## config.mk

```make
export PLATFORM = sky130hd
export DESIGN_NAME = iir_share_sched
export DESIGN_NICKNAME = d
export VERILOG_FILES = /design/src/rtl/reverb_pkg.sv /design/src/rtl/iir_share_sched.sv
export SDC_FILE = /design/constraint.sdc
export NUM_CORES = 1
export LEC_CHECK = 0
export ABC_AREA = 0
export BUFFER_PORTS_ARGS = -buffer_cell sky130_fd_sc_hd__buf_2
export CAP_MARGIN = 20
export CORE_MARGIN = 4
export CORE_UTILIZATION = 55
export DETAILED_ROUTE_END_ITERATION = 10
export PLACE_DENSITY = 0.85
export SETUP_SLACK_MARGIN = 0.05
export SLEW_MARGIN = 5
export SYNTH_ARGS = -nofsm -noshare
export SYNTH_HDL_FRONTEND = slang
export SYNTH_SLANG_ARGS = --single-unit
```

## constraint.sdc

```tcl
create_clock -name clk -period 5 [get_ports clk]
set_clock_uncertainty 0.15 [all_clocks]
set_input_delay 0.25 -clock clk [delete_from_list [all_inputs] [get_ports clk]]
set_output_delay 0.25 -clock clk [all_outputs]
set_load 0.05 [all_outputs]
```

## src/rtl/reverb_pkg.sv

```systemverilog
// Shared definitions for the reverb datapath: default sample width,
// channel encoding and the filter-sharing scheduler state encoding.
package reverb_pkg;

  localparam int DATA_WIDTH_DEF = 16;

  typedef enum logic {
    CH_L = 1'b0,
    CH_R = 1'b1
  } ch_e;

  typedef enum logic [1:0] {
    ST_IDLE  = 2'd0,
    ST_ISSUE = 2'd1,
    ST_WAIT  = 2'd2
  } sched_state_e;

endpackage

```

## src/rtl/iir_share_sched.sv

```systemverilog
// Time-shares one IIR filter between the left and right channels.
// Each channel can hold one pending sample; grants alternate round-robin.
//
// state    | meaning
// ---------+------------------------------------------------------------
// ST_IDLE  | no sample in flight; grant a pending channel when filter ready
// ST_ISSUE | flt_inpvalid high, granted sample presented on flt_din
// ST_WAIT  | waiting for flt_outvalid, bounded by TIMEOUT_CYCLES
module iir_share_sched
  import reverb_pkg::*;
#(
  parameter int DATA_WIDTH     = DATA_WIDTH_DEF,
  parameter int TIMEOUT_CYCLES = 64
) (
  input  logic                  clk,
  input  logic                  Reset,
  input  logic                  req_l,
  input  logic                  req_r,
  input  logic [DATA_WIDTH-1:0] din_l,
  input  logic [DATA_WIDTH-1:0] din_r,
  output logic                  done_l,
  output logic                  done_r,
  output logic [DATA_WIDTH-1:0] dout_l,
  output logic [DATA_WIDTH-1:0] dout_r,
  output logic                  ovf_l,
  output logic                  ovf_r,
  output logic                  timeout_err,
  input  logic                  flt_input_ready,
  output logic                  flt_inpvalid,
  output logic [DATA_WIDTH-1:0] flt_din,
  input  logic                  flt_outvalid,
  input  logic [DATA_WIDTH-1:0] flt_dout
);

  localparam int TW = $clog2(TIMEOUT_CYCLES + 1);
  localparam logic [TW-1:0] TMR_LAST = TW'(TIMEOUT_CYCLES - 1);

  sched_state_e          state, state_nxt;
  ch_e                   last_grant, cur_ch, grant_ch;
  logic                  grant, res_ok, tmo;
  logic                  grant_l, grant_r;
  logic                  pend_l, pend_r;
  logic [DATA_WIDTH-1:0] hold_l, hold_r;
  logic [TW-1:0]         tmr;

  assign grant_l      = grant && (grant_ch == CH_L);
  assign grant_r      = grant && (grant_ch == CH_R);
  assign flt_inpvalid = (state == ST_ISSUE);

  // State register
  always_ff @(posedge clk) begin
    if (Reset) state <= ST_IDLE;
    else       state <= state_nxt;
  end

  // Next state, round-robin grant and WAIT exit conditions
  always_comb begin
    state_nxt = state;
    grant     = 1'b0;
    grant_ch  = CH_L;
    res_ok    = 1'b0;
    tmo       = 1'b0;
    case (state)
      ST_IDLE: begin
        if ((pend_l || pend_r) && flt_input_ready) begin
          grant = 1'b1;
          if (pend_l && pend_r) grant_ch = (last_grant == CH_L) ? CH_R : CH_L;
          else                  grant_ch = pend_l ? CH_L : CH_R;
          state_nxt = ST_ISSUE;
        end
      end
      ST_ISSUE: state_nxt = ST_WAIT;
      ST_WAIT: begin
        // A result on the terminal cycle still counts as a result.
        if (flt_outvalid) begin
          res_ok    = 1'b1;
          state_nxt = ST_IDLE;
        end else if (tmr == TMR_LAST) begin
          tmo       = 1'b1;
          state_nxt = ST_IDLE;
        end
      end
      default: state_nxt = ST_IDLE;
    endcase
  end

  // Per-channel request holding; a new request beats a same-edge grant clear
  always_ff @(posedge clk) begin
    if (Reset) begin
      pend_l <= 1'b0;
      pend_r <= 1'b0;
      hold_l <= '0;
      hold_r <= '0;
      ovf_l  <= 1'b0;
      ovf_r  <= 1'b0;
    end else begin
      if (req_l) begin
        if (pend_l && !grant_l) ovf_l <= 1'b1;
        else begin
          hold_l <= din_l;
          pend_l <= 1'b1;
        end
      end else if (grant_l) begin
        pend_l <= 1'b0;
      end
      if (req_r) begin
        if (pend_r && !grant_r) ovf_r <= 1'b1;
        else begin
          hold_r <= din_r;
          pend_r <= 1'b1;
        end
      end else if (grant_r) begin
        pend_r <= 1'b0;
      end
    end
  end

  // Issue datapath, WAIT timer and result/completion capture
  always_ff @(posedge clk) begin
    if (Reset) begin
      flt_din     <= '0;
      last_grant  <= CH_R;
      cur_ch      <= CH_L;
      tmr         <= '0;
      dout_l      <= '0;
      dout_r      <= '0;
      done_l      <= 1'b0;
      done_r      <= 1'b0;
      timeout_err <= 1'b0;
    end else begin
      done_l <= 1'b0;
      done_r <= 1'b0;
      if (grant) begin
        flt_din    <= (grant_ch == CH_L) ? hold_l : hold_r;
        cur_ch     <= grant_ch;
        last_grant <= grant_ch;
      end
      if (state == ST_ISSUE)                       tmr <= '0;
      else if (state == ST_WAIT && !res_ok && !tmo) tmr <= tmr + TW'(1);
      if (res_ok) begin
        if (cur_ch == CH_L) dout_l <= flt_dout;
        else                dout_r <= flt_dout;
      end
      if (tmo) timeout_err <= 1'b1;
      if (res_ok || tmo) begin
        if (cur_ch == CH_L) done_l <= 1'b1;
        else                done_r <= 1'b1;
      end
    end
  end

endmodule

```

### Word level (Yosys, flattened, before mapping)

Index checks and enable logic that the tools add are counted.

* add/subtract/negate cells: 1
* eq/ne operators: 7
* mux-type cells: 25
* bitwise operators: 5
* reductions and logical operators: 28

Operators by type and width (count)
* two-way mux 1 bit: 20
* AND reduction 2 bit: 9
* two-way mux 16 bit: 1
* logical AND 1 bit: 8
* adder 7 x 1 -> 7 bit, second input constant: 1
* equality test 7 x 6 -> 1 bit, second input constant: 1
* two-way mux 2 bit: 3
* inequality test 2 bit, second input constant: 3
* one-hot mux 2 bit (3 select lines): 1
* inverter 1 bit: 5
* zero test 1 bit: 4
* nonzero test 2 bit: 2
* OR reduction 2 bit: 2
* inequality test 3 bit, second input constant: 1
* equality test 2 x 1 -> 1 bit, second input constant: 1
* equality test 2 bit, second input constant: 1
* zero test 2 bit: 1
* logical OR 1 bit: 2

* register bits after elaboration: 98
* output and inout bits: 54
* word-level logic and storage cells: 82

### Longest topological paths before layout

Gate-level depths: netlist of the first run.

* depth in word-level cells: 10
* depth in mapped cells: 6

### Worst setup path after synthesis of the first run

No wires, ideal clock.

* path type: reg2reg
* start: register state[0]
* end: register hold_l[10]
* library setup time: 72 ps
* arrival: 1679 ps
* setup slack: 3100 ps
* cell stages (with the launch flop): 6
* period minus slack after synthesis: 1900 ps
* cell sequence: dfxtp_1 > buf_2 > or3b_4 > o31ai_4 > buf_8 > mux2i_1

* word-level cells in the longest chain between the ends: 8
* elaborated cells between the ends (all ways): 9

RTL lines
* from (decl): RTL line iir_share_sched.sv:38 `sched_state_e state, state_nxt;`
* from (signal assigned): RTL line iir_share_sched.sv:53 `else state <= state_nxt;`
* zero test 2 bit *: RTL line iir_share_sched.sv:63 `case (state)`
* two-way mux 1 bit: RTL line iir_share_sched.sv:63
* inverter 1 bit
* logical AND 1 bit *: RTL line iir_share_sched.sv:46 `assign grant_l = grant && (grant_ch == CH_L);`
* zero test 1 bit *: RTL line iir_share_sched.sv:98 `if (pend_l && !grant_l) ovf_l <= 1'b1;`
* logical AND 1 bit *: RTL line iir_share_sched.sv:98
* inverter 1 bit (no line) *
* AND reduction 2 bit (no line) *
* to (signal assigned): RTL line iir_share_sched.sv:100 `hold_l <= din_l;`
* to (decl): RTL line iir_share_sched.sv:43 `logic [DATA_WIDTH-1:0] hold_l, hold_r;`

Every way passes the cells marked *; elsewhere a longest branch is shown, timed or not.
A chain may end at the register's enable or synchronous reset.

### Worst setup path after layout of the first run

* start: register state[1]
* end: register hold_l[13]

The elaborated chain is that of the path after synthesis.

==> summary.txt, run 1 <==
first-pass GRT wire length: 16300 um
core area: 6830 sq um
Final Cell Area: 5070 sq um
TritonCTS clock tree: built
vias post-DR: 3645
DP Area: 4430 sq um
max_cap viols: 0
Netlist Area Pre-Place: 3900 sq um
most frequent cells after synthesis: 136 x nand2_1, 98 x dfxtp_1, 37 x a21oi_1
Slew Limit Headroom: 26.7%
Final setup viols: 0
setup TNS: 0 ns
Die X: 92.3 um
top cells by area, synth: dfxtp_1 50%, nand2_1 13%, mux2i_1 9.2%
register area: 1960 sq um
Avg Inst Size Synth: 9.02 sq um
Initial Util: 57.2%
register area share after synthesis: 50.2%
# diodes: 0
Worst Hold Class: in2reg
DRC violation total after the first TritonRoute iteration: 185
final cell count without fillers: 667
clk_lat worst skew: 0.35 ns
Req. time, crit path: 5.13 ns
Final period util: 47.0%
Power Dens Cells: 296 nW/um^2
Slew Limit Fails: 0
cts bufs inserted: 9
DRC: 0
status: finished, final reports clean
port bufs: 107
RR Startpoint: state[1]
Multi-input gate area: 1780 sq um
WS Path Type: reg2reg
largest net degree at the start of global routing: 77
Worst-path clk slew: 0.10 ns
Cell variety after synth: 44
Synth async-reset ratio: 0%
Boundary Pins: 108
Post-Synthesis Cells: 433
layer with the highest usage: met2
number of global-route vias before repair: 3456
Post-synth top flop: dfxtp_1
met2 Usage GRT: 41.7%
syn nets: 488
Synth area leader: dfxtp_1
Startpoint Class: flip-flop
final hold violation count: 0
Critical Path End: hold_l[13]
drt via density: 5.46
number of fill cells: 506
Synth top area share: 50.2%
dpl ws: 2.66 ns
CTS max path bufs: 2
Tot GR Track Use: 23.9%
die area: 8510 sq um
Clock Sinks: 98
Die Y-Extent: 92.3 um
deepest level of the CTS H-tree: 3
Layout area overhead: 29.8%
fin nets: 621
Detail Placement HPWL: 6240 um
Congestion Overflow GR: 0
post-layout min period: 2.35 ns
path depth of the worst reg2reg path: 3
WL/cell: 15.2 um
M1 GR Usage: 27.7%
hold path cells: 3
Worst-Margin Slew: 1.10 ns
CP Launch Point: state[1]
num rows: 30
most common cell in the netlist: nand2_1
TritonRoute pass-1 iters: 4
placed cells: 606
Post-synth EDFFs: 0
crit path DAT: 2.48 ns
r2r setup slk: 2.65 ns
antenna violations before repair: 0
RSZ-0062 raised after global routing: no
GR Util met3: 4.76%
synthesis-stage register bit count: 98
RR Endpoint: hold_l[13]
final worst slack: 2.65 ns
final WL: 10200 um
worst-path fanout max: 16
fmax: 426 MHz
Final Util: 74.2%
Antenna Nets Post-Route: 0
critical path capture point type: flip-flop
Max VDD drop: 170 uV
Clock Root Buffer: clkbuf_8
ratio of cells with drive above 1 in the final layout: 23.6%
Ys Warns: 0
Post-CTS Setup Bufs: 0
P_leak: 2.26 nW
RePlAce Congestion: 0.806
==> state kept, by name, indices dropped and copies added (netlist names), 2 cells and up <==
| name | flops |
|---|---|
| state | 2 |
| flt_din | 16 |
| tmr | 7 |
| dout_r | 16 |
| dout_l | 16 |
| hold_l | 16 |
| hold_r | 16 |
==> where the power goes <==
group          switching (W)  internal (W)
registers          0.0000215      0.000812
clock network       0.000282      0.000185
logic               0.000114     0.0000873
total               0.000418       0.00108
==> worst min path at each step <==
stage               slack (ns)    endpoint        start
detailed placement        0.29       ovf_r        ovf_r
global route              0.01  hold_r[11]    din_r[11]
global placement          0.29       ovf_l        ovf_l
floorplan                 0.24   dout_l[0]  flt_dout[0]
finish                    0.01   hold_l[1]     din_l[1]
CTS                      0.002  hold_r[13]    din_r[13]
==> cell families (layout without fill, tap and decap cells) <==
kind of cell	Yosys count	in the layout	share of synthesized area, %
AOI/OAI and AO/OA	72	72	13.2
adders and majority gates	1	1	0.320
buffers and inverters	37	175	4.61
DFF	98	98	50.2
muxes	36	36	9.23
and+or+nand+nor	189	189	22.4
==> cells in the final DEF (no fill, tap or decap), drive strengths merged, types with 3 or more instances in the layout <==
cell type    instances
nand2b               5
and3                15
dfxtp               98
nand2              136
dlygate4sd3         44
a211oi               3
buf                111
a221o               14
o31ai                5
clkbuf               9
or3                  3
mux2i               36
nand3                8
a21oi               37
inv                  6
clkinv               3
==> timing repair <==
item | CTS | global route
gates resized for setup | 0 | 0
endpoints found under the hold margin | 59 | 1
hold buffers | 43 | 1
==> layer usage <==
metal  up-vias  wire length (um)
met1      1735              4140
met2       125              5160
met4         0               288
li1       1760                 -
met3        25               588
met5         -                 0
==> through the flow <==
step,total power (W),hold WS [ns]
floorplan,0.000970,0.236
global placement,0.00101,0.286
detailed placement,0.00102,0.292
CTS,0.00150,0.00189
global route,0.00156,0.0103
finish,0.00150,0.0106
==> worst max-delay path, cell delays in order, from the launching register on <==
cell	delay (ns)
dfxtp_1	0.43
or3b_4	0.48
o31ai_4	0.92
mux2i_1	0.29
==> area by class of cell <==
class	count	share of cell area, %
clock buffer	9	2.44
clock inverter	7	1.06
inverter	4	0.296
multi-input combinational	298	35.0
sequential	98	38.7
tap	96	2.37
timing repair buffer	155	20.1
(Power assumes the default switching activity.)
==> run 2: changes to the inputs <==
--- a/config.mk
+++ b/config.mk
@@ -9,9 +9,9 @@
 export BUFFER_PORTS_ARGS = -buffer_cell sky130_fd_sc_hd__buf_2
 export CAP_MARGIN = 20
 export CORE_MARGIN = 4
-export CORE_UTILIZATION = 55
+export CORE_UTILIZATION = 47
 export DETAILED_ROUTE_END_ITERATION = 10
-export PLACE_DENSITY = 0.85
+export PLACE_DENSITY = 0.78
 export SETUP_SLACK_MARGIN = 0.05
 export SLEW_MARGIN = 5
 export SYNTH_ARGS = -nofsm -noshare
==> constraint.sdc (replaced) <==
create_clock -name clk -period 2 [get_ports clk]
set_clock_uncertainty 0.15 [all_clocks]
set_input_delay 0.1 -clock clk [delete_from_list [all_inputs] [get_ports clk]]
set_output_delay 0.1 -clock clk [all_outputs]
set_load 0.05 [all_outputs]
==> run 2 against run 1 <==
Against the previous run: sequential share of layout area shrank 1.5 points; combinational power grew to 2.7 times the previous value; critical endpoint is now hold_l[0]; final cell count grew 3.3%; maximum frequency rose by 30%; via count fell by 1.7%; routed wire length is 4.2% lower; non-clock buffer count increased by 17; design area grew 4.1%; clock power grew to 2.7 times the previous value; worst setup slack got worse by 2.5 ns; highest routed layer unchanged.
==> summary.txt, run 2 (same netlist as run 1, synthesis figures left out) <==
status: finished, final reports clean
WL/cell: 14.1 um (-7.3%)
Detail Placement HPWL: 6490 um (+4.0%)
number of fill cells: 630 (+25%)
Multi-input gate area: 1780 sq um (unchanged)
setup TNS: 0 ns (unchanged)
# diodes: 0 (unchanged)
Power Dens Cells: 737 nW/um^2 (+150%)
TritonCTS clock tree: built
vias post-DR: 3584 (-1.7%)
Boundary Pins: 108 (unchanged)
RePlAce Congestion: 0.775 (-3.8%)
port bufs: 107 (unchanged)
drt via density: 5.20 (-4.8%)
Final setup viols: 0 (unchanged)
CTS max path bufs: 2 (unchanged)
register area: 1960 sq um (about the same)
path depth of the worst reg2reg path: 4 (+1)
Die X: 99.2 um (+7.5%)
Clock Root Buffer: clkbuf_8
largest net degree at the start of global routing: 53 (-31%)
ratio of cells with drive above 1 in the final layout: 24.2% (+0.55 points)
P_leak: 2.36 nW (+4.2%)
number of global-route vias before repair: 3499 (+1.2%)
DRC: 0 (unchanged)
RR Endpoint: hold_l[0]
TritonRoute pass-1 iters: 5 (+1)
DRC violation total after the first TritonRoute iteration: 186 (+0.54%)
fmax: 552 MHz (+30%)
antenna violations before repair: 0 (unchanged)
cts bufs inserted: 9 (unchanged)
max_cap viols: 0 (unchanged)
WS Path Type: reg2reg
RSZ-0062 raised after global routing: no
first-pass GRT wire length: 16200 um (-0.80%)
Startpoint Class: flip-flop
RR Startpoint: state[0]
Antenna Nets Post-Route: 0 (unchanged)
Final period util: 90.5% (+44 points)
Congestion Overflow GR: 0 (unchanged)
Slew Limit Headroom: 60.6% (+34 points)
Initial Util: 49.5% (-7.7 points)
deepest level of the CTS H-tree: 3 (unchanged)
Slew Limit Fails: 0 (unchanged)
Die Y-Extent: 99.2 um (+7.5%)
final cell count without fillers: 689 (+3.3%)
final WL: 9740 um (-4.2%)
placed cells: 621 (+2.5%)
r2r setup slk: 0.19 ns (-2.46 ns)
post-layout min period: 1.81 ns (-0.537 ns)
Worst-Margin Slew: 0.590 ns (-0.510 ns)
hold_ws: 0.305 ns (+0.294 ns)
Critical Path End: hold_l[0]
critical path capture point type: flip-flop
clk_lat worst skew: 0.35 ns (about the same)
Worst Hold Class: reg2reg
Clock Sinks: 98 (unchanged)
fin nets: 638 (+2.7%)
CP Launch Point: state[0]
commonest non-fill, non-tap cells in the layout: 136 x nand2_1, 107 x buf_2, 97 x dfxtp_1, 53 x dlygate4sd3_1, 37 x a21oi_1
Worst-path clk slew: 0.10 ns (about the same)
core area: 7890 sq um (+15%)
Tot GR Track Use: 19.9% (-4.0 points)
Layout area overhead: 35.2%
most common library cell in the layout ignoring fill and taps: nand2_1
crit path DAT: 1.95 ns (-0.53 ns)
worst-path fanout max: 16 (unchanged)
Req. time, crit path: 2.14 ns (-2.99 ns)
Max VDD drop: 530 uV (+210%)
die area: 9830 sq um (+15%)
final hold violation count: 0 (unchanged)
num rows: 32 (+6.7%)
run 2: routing by layer:
layer,wire (um),GRT usage [%]
met5,0,0
met4,216,7.77
met3,554,4.28
met2,4730,32.7
met1,4240,25.6
run 2: how the worst min path moves through the flow:
stage                     start         to  slack, ns  cells past startpoint
floorplan           flt_dout[0]  dout_l[0]       0.09                      2
CTS                   dout_r[5]  dout_r[5]       0.31                      2
global placement       din_r[4]  hold_r[4]       0.20                      3
detailed placement     din_l[8]  hold_l[8]       0.21                      3
finish                dout_r[4]  dout_r[4]       0.30                      2
global route          dout_r[2]  dout_r[2]       0.33                      2
run 2: area by class of cell:
| class | count | share of cell area, % |
|---|---|---|
| Timing Repair Buffer | 172 | 22.8 |
| Tap cell | 102 | 2.42 |
| Clock buffer | 10 | 2.42 |
| Inverter | 4 | 0.284 |
| Clock inverter | 5 | 1.21 |
| Multi-Input combinational cell | 298 | 33.6 |
| Sequential cell | 98 | 37.2 |
run 2: critical path, stage by stage, from the launching register on:
cell and delay, ns:
dfxtp_1 0.43, or3b_4 0.47, o31ai_4 0.27, buf_12 0.21, mux2i_1 0.21
run 2: through the flow:
step | worst slack [ns] | power, W | utilization [%] | cell area (sq um)
global route | 0.0781 | 0.00406 | 66.9 | 5280
detailed placement | 0.190 | 0.00258 | 57.8 | 4560
finish | 0.189 | 0.00389 | 66.9 | 5280
floorplan | 0.0996 | 0.00243 | - | 3910
CTS | 0.155 | 0.00391 | 66.9 | 5280
global placement | 0.255 | 0.00257 | 57.8 | 4560
run 2: what timing repair did:
| item | 4_1_cts | 5_1_grt |
|---|---|---|
| hold buffers | 53 | 0 |
| endpoints found under the setup margin | 0 | 1 |
| setup buffers | 0 | 0 |
| gates resized for setup | 0 | 1 |
| endpoints found under the hold margin | 71 | 0 |
run 2: where the power goes:
group	switching (W)	leakage [nW]	internal, W	total (W)
sequential	0.0000509	0.798	0.00203	0.00208
clock	0.000684	0.0934	0.000584	0.00127
combinational	0.000289	1.47	0.000250	0.000539
